`src/rtl/rcv_fifo_buf_if.sv`:
```
// Receive FIFO bus: producer write side, consumer read side and status.
// master = producer/consumer logic, slave = the FIFO itself.
interface rcv_fifo_buf_if #(
    parameter int DATA_WIDTH = 32
);
    logic                  sync_clr;
    logic                  wr_en;
    logic [DATA_WIDTH-1:0] wr_data;
    logic                  rd_en;
    logic [DATA_WIDTH-1:0] rd_data;
    logic [1:0]            tail_side;
    logic [1:0]            head_side;
    logic [2:0]            count;
    logic                  full;
    logic                  empty;
    logic                  overflow;
    logic                  underflow;

    modport master (
        output sync_clr, wr_en, wr_data, rd_en,
        input  rd_data, tail_side, head_side, count,
        input  full, empty, overflow, underflow
    );

    modport slave (
        input  sync_clr, wr_en, wr_data, rd_en,
        output rd_data, tail_side, head_side, count,
        output full, empty, overflow, underflow
    );
endinterface

```
`src/rtl/rcv_fifo_buf.sv`:
```
// rcv_fifo_buf: 4-entry first-word-fall-through receive FIFO between the
// receive decode stage and packet assembly.
// Optional build macro RCV_FIFO_STICKY_ERR_EN: when defined, overflow and
// underflow hold until rst or sync_clr; otherwise they are one-cycle pulses.
module rcv_fifo_buf #(
    parameter int DATA_WIDTH = 32
) (
    input  logic          clk,
    input  logic          rst,
    rcv_fifo_buf_if.slave bus
);
    localparam int DEPTH = 4;

    logic [DATA_WIDTH-1:0] mem [DEPTH];
    logic [1:0]            tail_q;
    logic [1:0]            head_q;
    logic [2:0]            count_q;
    logic                  overflow_q;
    logic                  underflow_q;

    logic full;
    logic empty;
    logic rd_acc;
    logic wr_acc;
    logic wr_refused;
    logic rd_refused;
    logic flush;

    // Status comes only from the registered count, never from inputs.
    always_comb begin
        full  = (count_q == 3'(DEPTH));
        empty = (count_q == 3'd0);
    end

    // Accept decisions; a pop in the same cycle frees a slot for a write.
    always_comb begin
        flush      = rst | bus.sync_clr;
        rd_acc     = bus.rd_en & ~empty;
        wr_acc     = bus.wr_en & (~full | rd_acc);
        wr_refused = bus.wr_en & ~wr_acc;
        rd_refused = bus.rd_en & empty;
    end

    // Storage: contents are don't-care after flush, so no reset term.
    always_ff @(posedge clk) begin
        if (!flush && wr_acc)
            mem[tail_q] <= bus.wr_data;
    end

    // Pointers and occupancy; both pointers wrap naturally in 2 bits.
    always_ff @(posedge clk) begin
        if (flush) begin
            tail_q  <= 2'd0;
            head_q  <= 2'd0;
            count_q <= 3'd0;
        end else begin
            if (wr_acc)
                tail_q <= tail_q + 2'd1;
            if (rd_acc)
                head_q <= head_q + 2'd1;
            case ({wr_acc, rd_acc})
                2'b10:   count_q <= count_q + 3'd1;
                2'b01:   count_q <= count_q - 3'd1;
                default: count_q <= count_q;
            endcase
        end
    end

    // Error flags; pending requests during a flush never raise them.
    always_ff @(posedge clk) begin
        if (flush) begin
            overflow_q  <= 1'b0;
            underflow_q <= 1'b0;
        end else begin
`ifdef RCV_FIFO_STICKY_ERR_EN
            overflow_q  <= overflow_q  | wr_refused;
            underflow_q <= underflow_q | rd_refused;
`else
            overflow_q  <= wr_refused;
            underflow_q <= rd_refused;
`endif
        end
    end

    // Outputs: head word falls through combinationally.
    always_comb begin
        bus.rd_data   = mem[head_q];
        bus.tail_side = tail_q;
        bus.head_side = head_q;
        bus.count     = count_q;
        bus.full      = full;
        bus.empty     = empty;
        bus.overflow  = overflow_q;
        bus.underflow = underflow_q;
    end
endmodule

```
`src/flat_wrapper.sv`:
```
// flat-port wrapper written by rule: the top's interface ports become plain ports
module rcv_fifo_buf_flat 
#(
    parameter int DATA_WIDTH = 32
)
  (clk, rst, bus_sync_clr, bus_wr_en, bus_wr_data, bus_rd_en, bus_rd_data, bus_tail_side, bus_head_side, bus_count, bus_full, bus_empty, bus_overflow, bus_underflow);
  rcv_fifo_buf_if #(.DATA_WIDTH(DATA_WIDTH)) bus_i ();
  input  logic clk;
  input  logic rst;
  input wire logic [$bits(bus_i.sync_clr)-1:0] bus_sync_clr;
  input wire logic [$bits(bus_i.wr_en)-1:0] bus_wr_en;
  input wire logic [$bits(bus_i.wr_data)-1:0] bus_wr_data;
  input wire logic [$bits(bus_i.rd_en)-1:0] bus_rd_en;
  output wire logic [$bits(bus_i.rd_data)-1:0] bus_rd_data;
  output wire logic [$bits(bus_i.tail_side)-1:0] bus_tail_side;
  output wire logic [$bits(bus_i.head_side)-1:0] bus_head_side;
  output wire logic [$bits(bus_i.count)-1:0] bus_count;
  output wire logic [$bits(bus_i.full)-1:0] bus_full;
  output wire logic [$bits(bus_i.empty)-1:0] bus_empty;
  output wire logic [$bits(bus_i.overflow)-1:0] bus_overflow;
  output wire logic [$bits(bus_i.underflow)-1:0] bus_underflow;
  assign bus_i.sync_clr = bus_sync_clr;
  assign bus_i.wr_en = bus_wr_en;
  assign bus_i.wr_data = bus_wr_data;
  assign bus_i.rd_en = bus_rd_en;
  assign bus_rd_data = bus_i.rd_data;
  assign bus_tail_side = bus_i.tail_side;
  assign bus_head_side = bus_i.head_side;
  assign bus_count = bus_i.count;
  assign bus_full = bus_i.full;
  assign bus_empty = bus_i.empty;
  assign bus_overflow = bus_i.overflow;
  assign bus_underflow = bus_i.underflow;
  rcv_fifo_buf #(.DATA_WIDTH(DATA_WIDTH)) u_core (.clk(clk), .rst(rst), .bus(bus_i));
endmodule
```
`config.mk`:
```
export PLATFORM = sky130hd
export DESIGN_NAME = rcv_fifo_buf_flat
export DESIGN_NICKNAME = d
export VERILOG_FILES = /design/src/rtl/rcv_fifo_buf_if.sv /design/src/rtl/rcv_fifo_buf.sv /design/src/flat_wrapper.sv
export SDC_FILE = /design/constraint.sdc
export NUM_CORES = 1
export LEC_CHECK = 0
export BUFFER_PORTS_ARGS = -buffer_cell sky130_fd_sc_hd__buf_2
export CAP_MARGIN = 20
export CORE_AREA = 2 2 99 101
export DETAILED_ROUTE_END_ITERATION = 10
export DIE_AREA = 0 0 101 103
export PLACE_DENSITY = 0.81
export SYNTH_ARGS = -nofsm -noshare
export SYNTH_HDL_FRONTEND = slang
export SYNTH_SLANG_ARGS = --single-unit
```
`constraint.sdc`:
```
create_clock -name clk -period 2.5 [get_ports clk]
set_input_delay 0.5 -clock clk [delete_from_list [all_inputs] [get_ports clk]]
set_output_delay 0.5 -clock clk [all_outputs]
set_load 0.005 [all_outputs]
```
==> results of run 1 <==
[cell families (layout without fill, tap and decap cells)]
family | count (synthesis) | count (layout) | synth area share [%]
compound gates | 10 | 10 | 1.02
xor+xnor | 2 | 2 | 0.340
fa+ha+maj | 6 | 6 | 1.60
buf+inv | 15 | 122 | 1.45
flops | 139 | 139 | 78.8
mux | 32 | 32 | 14.0
simple gates | 24 | 24 | 2.86
[worst paths after layout]
kind	from	end	slack [ns]	depth (start not counted)
setup / recovery	flip-flop	bus_rd_data[31]	0.12	3
hold / removal	bus_wr_data[29]	u_core.mem[2][29]	0.20	1
setup reg to reg	u_core.bus.count[2]	u_core.bus.count[2]	0.27	9
hold reg to reg	u_core.bus.head_side[1]	flip-flop	0.51	2
[per-layer routing]
layer  routed length [um]  track usage, %  vias to the layer above
met2                 4740            30.8                       64
met1                 3600            21.1                     1292
met4                   80            5.93                        0
met3                  366            6.03                        7
li1                     -               -                     1136
met5                    0               0                        -
[critical path: cells and delay by family (launching register included)]
kind     cells  cell delay, ns
mux          1            0.57
buf+inv      2            0.47
flops        1            0.32
[where the power goes]
group | total (mW) | internal [mW] | switching, mW
clock | 2.26 | 1.26 | 1.00
combinational | 0.168 | 0.0798 | 0.0885
sequential | 2.58 | 2.56 | 0.0106
total | 5.00 | 3.90 | 1.10
[sequential cells by signal (all words and copies together), names as in the netlist, named ones only]
register and count:
u_core.bus.head_side 2, u_core.bus.tail_side 2, u_core.bus.underflow 1, u_core.mem 128
u_core.bus.overflow 1, u_core.bus.count 3
[through the flow]
step | hold slack (ns) | cells | worst slack [ns] | TNS [ns]
finish | 0.196 | 449 | 0.123 | 0
global route | 0.186 | 449 | 0.0111 | 0
CTS | 0.173 | 449 | 0.0487 | 0
detailed placement | 0.499 | 417 | -0.0823 | -0.0823
global placement | 0.489 | 417 | 0.157 | 0
floorplan | 0.483 | 228 | 0.312 | 0
[layout make-up]
cell class	count	area, um^2	share of cell area [%]
multi-input cells	74	1030	16.5
clock buffers	17	414	6.62
inverters	7	26.3	0.420
flip-flops and latches	139	4070	65.0
well taps	114	143	2.28
repair buffers	83	438	7.00
clock inverters	15	134	2.14
[cells in the mapped netlist]
| cell | n | area (um^2) |
|---|---|---|
| edfxtp_1 | 128 | 3840 |
| mux4_2 | 32 | 721 |
| dfxtp_1 | 11 | 220 |
| inv_1 | 7 | 26.3 |
| and3_1 | 6 | 37.5 |
| ha_1 | 5 | 62.6 |
| nor2_1 | 5 | 18.8 |
| o21ai_0 | 5 | 25.0 |
| a21oi_1 | 4 | 20.0 |
| buf_1 | 3 | 11.3 |
| buf_4 | 3 | 22.5 |
| nand2_1 | 2 | 7.51 |
| or3_1 | 2 | 12.5 |
| xor2_1 | 2 | 17.5 |
| buf_6 | 1 | 11.3 |
| clkbuf_1 | 1 | 3.75 |
| fa_1 | 1 | 20.0 |
| nand3_1 | 1 | 5.00 |
| nand4_1 | 1 | 6.26 |
| nor2b_1 | 1 | 6.26 |
| nor3_1 | 1 | 5.00 |
| nor3_2 | 1 | 10.0 |
| nor4b_1 | 1 | 8.76 |
| o31ai_1 | 1 | 7.51 |
| or2_1 | 1 | 6.26 |
| or4b_1 | 1 | 10.0 |
| or4b_4 | 1 | 13.8 |
[what timing repair did]
item	in CTS	in global routing
hold buffers	0	0
gates resized for setup	0	1
endpoints found under the setup margin	0	1
==> impl_metrics.env, run 1 <==
export IMPL_status="finished, final reports clean"
export IMPL_drt_iter0_markers=115
export IMPL_worst_path_largest_cell_delay_ns=0.57
export IMPL_fin_skew_ns=0.00916
export IMPL_h_tree_depth=4
export IMPL_grtUsageTotal_pct=17.8
export IMPL_clock_latency_ns=0.51
export IMPL_min_period_over_period_pct=95.1
export IMPL_maxSlewHeadroom_pct=42.3
export IMPL_end_kind="primary output"
export IMPL_fmax_ghz=0.421
export IMPL_min_period_ns=2.38
export IMPL_ant_nets=0
export IMPL_antenna_found_initial=0
export IMPL_grt_max_degree=33
export IMPL_ys_types=27
export IMPL_hpwl_um=5150
export IMPL_ys_warn_count=0
export IMPL_die_area_um2=10400
export IMPL_grt_pass1_vias=2578
export IMPL_first_pass_iters=4
export IMPL_final_hold_viol_count=0
export IMPL_drc=0
export IMPL_maxCapViolations=0
export IMPL_syn_area_um2=5160
export IMPL_layout_drive_gt1_share_pct=46.6
export IMPL_required_ns=2.00
export IMPL_port_buffers=79
export IMPL_tightestPinTransition_ns=0.865
export IMPL_final_util_pct=66.1
export IMPL_gp_congestion=0.761
export IMPL_finish_instance_area_um2=6250
export IMPL_crit_chain="buf_4, mux4_2, buf_2"
export IMPL_overflow=0
export IMPL_cts_root_buf="clkbuf_8"
export IMPL_synth_avg_cell_area_um2=22.6
export IMPL_num_nets_final=365
export IMPL_numCtsBuffers=17
export IMPL_cts_tree="yes"
export IMPL_drt_total_wl_um=8800
export IMPL_io_pin_count=80
export IMPL_area_growth_synth_to_final_pct=21.2
export IMPL_numClockSinks=139
export IMPL_ys_seq_area_share_pct=78.8
export IMPL_post_dp_cell_area_um2=5700
export IMPL_vdd_ir_drop_max_mv=0.603
export IMPL_n_antenna_cell=0
export IMPL_ys_ff_latch=139
export IMPL_fillers=609
export IMPL_syn_instance_count=228
export IMPL_hp_class="in -> reg"
export IMPL_fp_dieH_um=103
export IMPL_die_width_um=101
export IMPL_rsz0062_at_grt="false"
export IMPL_vias=2499
export IMPL_power_density_nw_per_um2=800
export IMPL_layout_common_cells="128 x edfxtp_1, 79 x buf_2, 32 x mux4_2, 16 x clkbuf_16, 9 x dfxtp_1"
export IMPL_cts_post_setup_buffers_inserted=0
export IMPL_slew_viol_final=0
export IMPL_power_mw=5.00
export IMPL_cts_buffer_depth=2
export IMPL_arrival_ns=1.88
export IMPL_timing_worst_setup_path_type="reg -> out"
export IMPL_p_leak_nw=2.15
export IMPL_slowest_stage="mux4_2"
export IMPL_wl_per_cell_um=19.6
export IMPL_coreArea_um2=9460
export IMPL_setup_violations=0
export IMPL_initial_core_util_pct=54.6
export IMPL_syn_nets=271
export IMPL_crit_fanout=17
export IMPL_cts_clk_slew_worst_paths_ns=0.07
export IMPL_viasPerCell=5.57
export IMPL_cp_start_kind="flip-flop"
export IMPL_row_count=36
export IMPL_grt_pass1_wl_um=13100
export IMPL_layout_commonest_cell="edfxtp_1"
No activity file was read; power rests on OpenSTA's default activity.
==> run 2, diff against run 1 <==
Settings changed: CORE_AREA 2 2 99 101 to 2 2 75 149, DIE_AREA 0 0 101 103 to 0 0 77 151, PLACE_DENSITY 0.81 to 0.74.
==> run 2 against run 1 <==
Non-clock buffer count did not move. Clock-buffer cell count grew 2. Worst hold slack better by 0.11 ns. First-iteration DRC count rose by 41%. Die area rose by 12%. Largest power group unchanged. Global-route usage down 1.1 points. Via count fell by 0.60%. Flip-flop and latch count unchanged. Sequential share of layout area down 0.53 points. Maximum frequency up 3.3%. Sequential power is essentially flat.
==> impl_metrics.env, run 2 (synthesis results as in run 1) <==
export IMPL_rsz0062_at_grt="false"
export IMPL_overflow=0
export IMPL_fmax_ghz=0.435
export IMPL_cts_root_buf="clkbuf_16"
export IMPL_layout_drive_gt1_share_pct=45.4
export IMPL_tightestPinTransition_ns=0.853
export IMPL_finish_instance_area_um2=6300
export IMPL_crit_chain="buf_4, mux4_2, buf_2"
export IMPL_status="finished, final reports clean"
export IMPL_min_period_over_period_pct=92.0
export IMPL_power_mw=5.14
export IMPL_vdd_ir_drop_max_mv=0.681
export IMPL_p_leak_nw=2.15
export IMPL_reg2reg_to="u_core.bus.count[2]"
export IMPL_gp_congestion=0.718
export IMPL_maxCapViolations=0
export IMPL_setup_violations=0
export IMPL_layout_commonest_cell="edfxtp_1"
export IMPL_cts_post_setup_buffers_inserted=0
export IMPL_regMostFlops="u_core.mem"
export IMPL_min_path_cells=1
export IMPL_met1_usage_pct=17.5
export IMPL_met2_usage_pct=30.4
export IMPL_row_count=53
export IMPL_arrival_ns=1.80
export IMPL_numClockSinks=139
export IMPL_port_buffers=79
export IMPL_wl_per_cell_um=18.6
export IMPL_cts_tree="yes"
export IMPL_cts_clk_slew_worst_paths_ns=0.06
export IMPL_grt_busiest_layer="met2"
export IMPL_viasPerCell=5.26
export IMPL_io_pin_count=80
export IMPL_ff2ff_setup_slack_ns=0.27
export IMPL_antenna_found_initial=0
export IMPL_cts_hold_buf=0
export IMPL_min_period_ns=2.30
export IMPL_holdPathEnd="u_core.mem[1][5]"
export IMPL_h_tree_depth=4
export IMPL_fin_skew_ns=0.00821
export IMPL_initial_core_util_pct=49.2
export IMPL_required_ns=2.00
export IMPL_drt_total_wl_um=8780
export IMPL_holdWs_ns=0.305
export IMPL_numCtsBuffers=17
export IMPL_die_width_um=77
export IMPL_r2r_start="u_core.bus.count[0]"
export IMPL_largest_reg_flops=128
export IMPL_fillers=790
export IMPL_coreArea_um2=10500
export IMPL_ant_nets=0
export IMPL_crit_fanout=18
export IMPL_maxSlewHeadroom_pct=43.1
export IMPL_final_util_pct=60.2
export IMPL_grtUsageTotal_pct=16.6
export IMPL_r2r_cells=9
export IMPL_area_growth_synth_to_final_pct=22.2
export IMPL_clock_latency_ns=0.41
export IMPL_timing_worst_setup_path_type="reg -> out"
export IMPL_hp_class="in -> reg"
export IMPL_gr_usage_met3_pct=5.60
export IMPL_end_kind="primary output"
export IMPL_final_hold_viol_count=0
export IMPL_cts_buffer_depth=2
export IMPL_final_setup_tns_ns=0
export IMPL_num_nets_final=365
export IMPL_hpwl_um=5570
export IMPL_grt_pass1_vias=2708
export IMPL_min_from="bus_wr_data[5]"
export IMPL_grt_pass1_wl_um=14100
export IMPL_slowest_stage="mux4_2"
export IMPL_n_antenna_cell=0
export IMPL_worst_path_largest_cell_delay_ns=0.58
export IMPL_first_pass_iters=4
export IMPL_die_area_um2=11600
export IMPL_post_dp_cell_area_um2=5730
export IMPL_drt_iter0_markers=162
export IMPL_grt_max_degree=33
export IMPL_fp_dieH_um=151
export IMPL_cp_start_kind="flip-flop"
export IMPL_post_cts_resized=0
export IMPL_vias=2484
export IMPL_slew_viol_final=0
export IMPL_drc=0
export IMPL_power_density_nw_per_um2=815
export IMPL_layout_common_cells="128 x edfxtp_1, 79 x buf_2, 32 x mux4_2, 17 x clkbuf_16, 9 x dfxtp_1"
-- run 2: cell count changes in the layout (fill, tap and decap cells not counted), sizes merged --
cell | before | now
clkinv | 3 | 2
clkbuf | 17 | 19
bufinv | 0 | 2
clkinvlp | 4 | 6
inv | 15 | 10
-- run 2: per-stage QoR --
stage / worst slack [ns] / cells
2_1_floorplan: 0.312 / 228
3_3_place_gp: 0.118 / 440
3_5_place_dp: 0.0848 / 440
4_1_cts: 0.140 / 472
5_1_grt: 0.0841 / 472
6_report: 0.199 / 472
-- run 2: worst max-delay path by stage --
stage | startpoint | to | slack [ns] | depth (start not counted)
floorplan | bus_rd_en | u_core.bus.count[2] | 0.31 | 9
global placement | bus_rd_en | u_core.bus.count[2] | 0.12 | 10
detailed placement | bus_rd_en | u_core.bus.count[2] | 0.08 | 10
CTS | flip-flop | bus_rd_data[29] | 0.14 | 3
global route | flip-flop | bus_rd_data[29] | 0.08 | 3
finish | flip-flop | bus_rd_data[29] | 0.20 | 3
-- run 2: worst max-delay path: cells and delay by family (launching register included) --
family | cells | cell delay (ns)
flops | 1 | 0.32
buf+inv | 2 | 0.49
mux | 1 | 0.58
-- run 2: cell type report --
class / count / area, um^2 / area share [%]
flip-flops and latches: 139 / 4070 / 64.5
multi-input cells: 74 / 1030 / 16.3
repair buffers: 83 / 438 / 6.95
clock buffers: 19 / 433 / 6.87
well taps: 137 / 171 / 2.72
clock inverters: 13 / 144 / 2.28
inverters: 7 / 26.3 / 0.417
-- run 2: layer usage --
metal,vias to the layer above,wire length (um)
met5,-,0
met4,0,127
met3,10,359
met2,63,5080
met1,1276,3210
li1,1135,-
-- run 2: power breakdown --
part           switching, mW  internal, mW
Clock                  0.923          1.47
Combinational         0.0896        0.0798
Sequential            0.0104          2.57
==> run 3, diff against run 2 <==
Settings changed: CORE_AREA 2 2 75 149 to 2 2 79 157, DIE_AREA 0 0 77 151 to 0 0 81 159, PLACE_DENSITY 0.74 to 0.68.
==> run 3 against run 2 <==
Critical endpoint is now bus_rd_data[14]. Worst hold slack gained 0.0033 ns. Die area grew 11%. Sequential share of layout area shrank 1.1 points. Via count grew 0.60%. Clock skew grew 0.0023 ns. Sequential power is essentially flat. First-iteration DRC count shrank 22%. Critical path depth is the same. Combinational power is essentially flat.
==> impl_metrics.env, run 3 (synthesis results as in run 1) <==
export IMPL_status="finished, final reports clean"
export IMPL_min_period_ns=2.38
export IMPL_first_pass_iters=7
export IMPL_clock_latency_ns=0.41
export IMPL_fillers=959
export IMPL_overflow=0
export IMPL_grtUsageTotal_pct=15.4
export IMPL_cp_num_buf_inv=2
export IMPL_hp_class="in -> reg"
export IMPL_required_ns=2.00
export IMPL_cts_hold_buf=0
export IMPL_setup_violations=0
export IMPL_regMostFlops="u_core.mem"
export IMPL_wl_met1_um=3270
export IMPL_h_tree_depth=4
export IMPL_num_nets_final=366
export IMPL_row_count=56
export IMPL_arrival_ns=1.88
export IMPL_cts_buffer_depth=2
export IMPL_grt_pass1_wl_um=14200
export IMPL_wl_met3_um=431
export IMPL_timing_worst_setup_path_type="reg -> out"
export IMPL_hpwl_um=5720
export IMPL_maxSlewHeadroom_pct=41.8
export IMPL_vias=2499
export IMPL_setup_slack_ns=0.125
export IMPL_top_layer="met4"
export IMPL_crit_fanout=15
export IMPL_end_kind="primary output"
export IMPL_p_leak_nw=2.21
export IMPL_cts_tree="yes"
export IMPL_largest_reg_flops=128
export IMPL_worst_path_largest_cell_delay_ns=0.55
export IMPL_tightestPinTransition_ns=0.873
export IMPL_drt_total_wl_um=9140
export IMPL_drt_iter0_markers=126
export IMPL_fin_skew_ns=0.0105
export IMPL_ant_nets=0
export IMPL_final_hold_viol_count=0
export IMPL_die_area_um2=12900
export IMPL_grt_max_degree=33
export IMPL_slew_viol_final=0
export IMPL_drc=0
export IMPL_slowest_stage="mux4_2"
export IMPL_crit_chain="buf_12, mux4_2, buf_2"
export IMPL_cts_root_buf="clkbuf_16"
export IMPL_die_width_um=81
export IMPL_holdWs_ns=0.308
export IMPL_n_antenna_cell=0
export IMPL_io_pin_count=80
export IMPL_final_setup_tns_ns=0
export IMPL_area_growth_synth_to_final_pct=24.4
export IMPL_initial_core_util_pct=44.4
export IMPL_viasPerCell=5.20
export IMPL_grt_pass1_vias=2706
export IMPL_min_period_over_period_pct=95.0
export IMPL_antenna_found_initial=0
export IMPL_met2_length_um=5200
export IMPL_maxCapViolations=0
export IMPL_ff2ff_setup_slack_ns=0.27
export IMPL_fp_dieH_um=159
export IMPL_fin_cells=481
export IMPL_crit_family="multiplexers"
export IMPL_layout_common_cells="128 x edfxtp_1, 79 x buf_2, 32 x mux4_2, 17 x clkbuf_16, 9 x dfxtp_1"
export IMPL_layout_commonest_cell="edfxtp_1"
export IMPL_place_ws_ns=0.0592
export IMPL_cp_start_kind="flip-flop"
export IMPL_rsz0062_at_grt="false"
export IMPL_vdd_ir_drop_max_mv=0.617
export IMPL_port_buffers=79
export IMPL_gp_congestion=0.813
export IMPL_fmax_ghz=0.421
export IMPL_coreArea_um2=11600
export IMPL_cts_post_setup_buffers_inserted=0
export IMPL_numClockSinks=139
export IMPL_post_cts_resized=0
export IMPL_power_density_nw_per_um2=849
export IMPL_dp_cells=449
export IMPL_wl_per_cell_um=19.0
export IMPL_numCtsBuffers=17
export IMPL_cts_clk_slew_worst_paths_ns=0.06
export IMPL_final_util_pct=55.2
export IMPL_layout_drive_gt1_share_pct=46.4
==> run 3: changes by cell type in the layout (fill, tap and decap cells not counted), sizes merged <==
| cell | previous run | this run |
|---|---|---|
| bufinv | 2 | 5 |
| clkbuf | 19 | 17 |
| clkinv | 2 | 4 |
| clkinvlp | 6 | 4 |
| buf | 83 | 84 |
| inv | 10 | 9 |
==> run 3: routing by layer <==
metal / vias up / global-route usage (%)
li1: 1137 / -
met1: 1282 / 15.8
met2: 63 / 27.4
met3: 17 / 4.93
met4: 0 / 7.24
met5: - / 0
==> run 3: per-stage QoR <==
step                      total power, mW  area [um^2]
final                                5.45         6420
after global routing                 5.59         6420
after CTS                            5.49         6420
after detailed placement             2.80         5770
after global placement               2.79         5770
after floorplan                      2.70         5160
==> run 3: cell type report <==
type | count | area [um^2] | share of cell area, %
multi-input combinational | 74 | 1030 | 16.0
timing repair buffer | 84 | 470 | 7.33
tap | 145 | 181 | 2.83
clock inverter | 15 | 221 | 3.45
inverter | 7 | 26.3 | 0.409
sequential | 139 | 4070 | 63.4
clock buffer | 17 | 425 | 6.63
==> run 3: worst paths after layout <==
check / cells after the start / end / startpoint
min reg2reg: 2 / flip-flop / u_core.bus.head_side[1]
max: 3 / bus_rd_data[14] / flip-flop
max reg2reg: 9 / u_core.bus.count[2] / u_core.bus.count[0]
min: 1 / u_core.mem[3][1] / bus_wr_data[1]
==> run 3: report_power, final <==
| group | switching [mW] | total, mW | leakage [nW] | internal (mW) |
|---|---|---|---|---|
| logic | 0.0893 | 0.172 | 0.656 | 0.0831 |
| clock network | 0.926 | 2.70 | 0.306 | 1.77 |
| registers | 0.0120 | 2.58 | 1.25 | 2.57 |
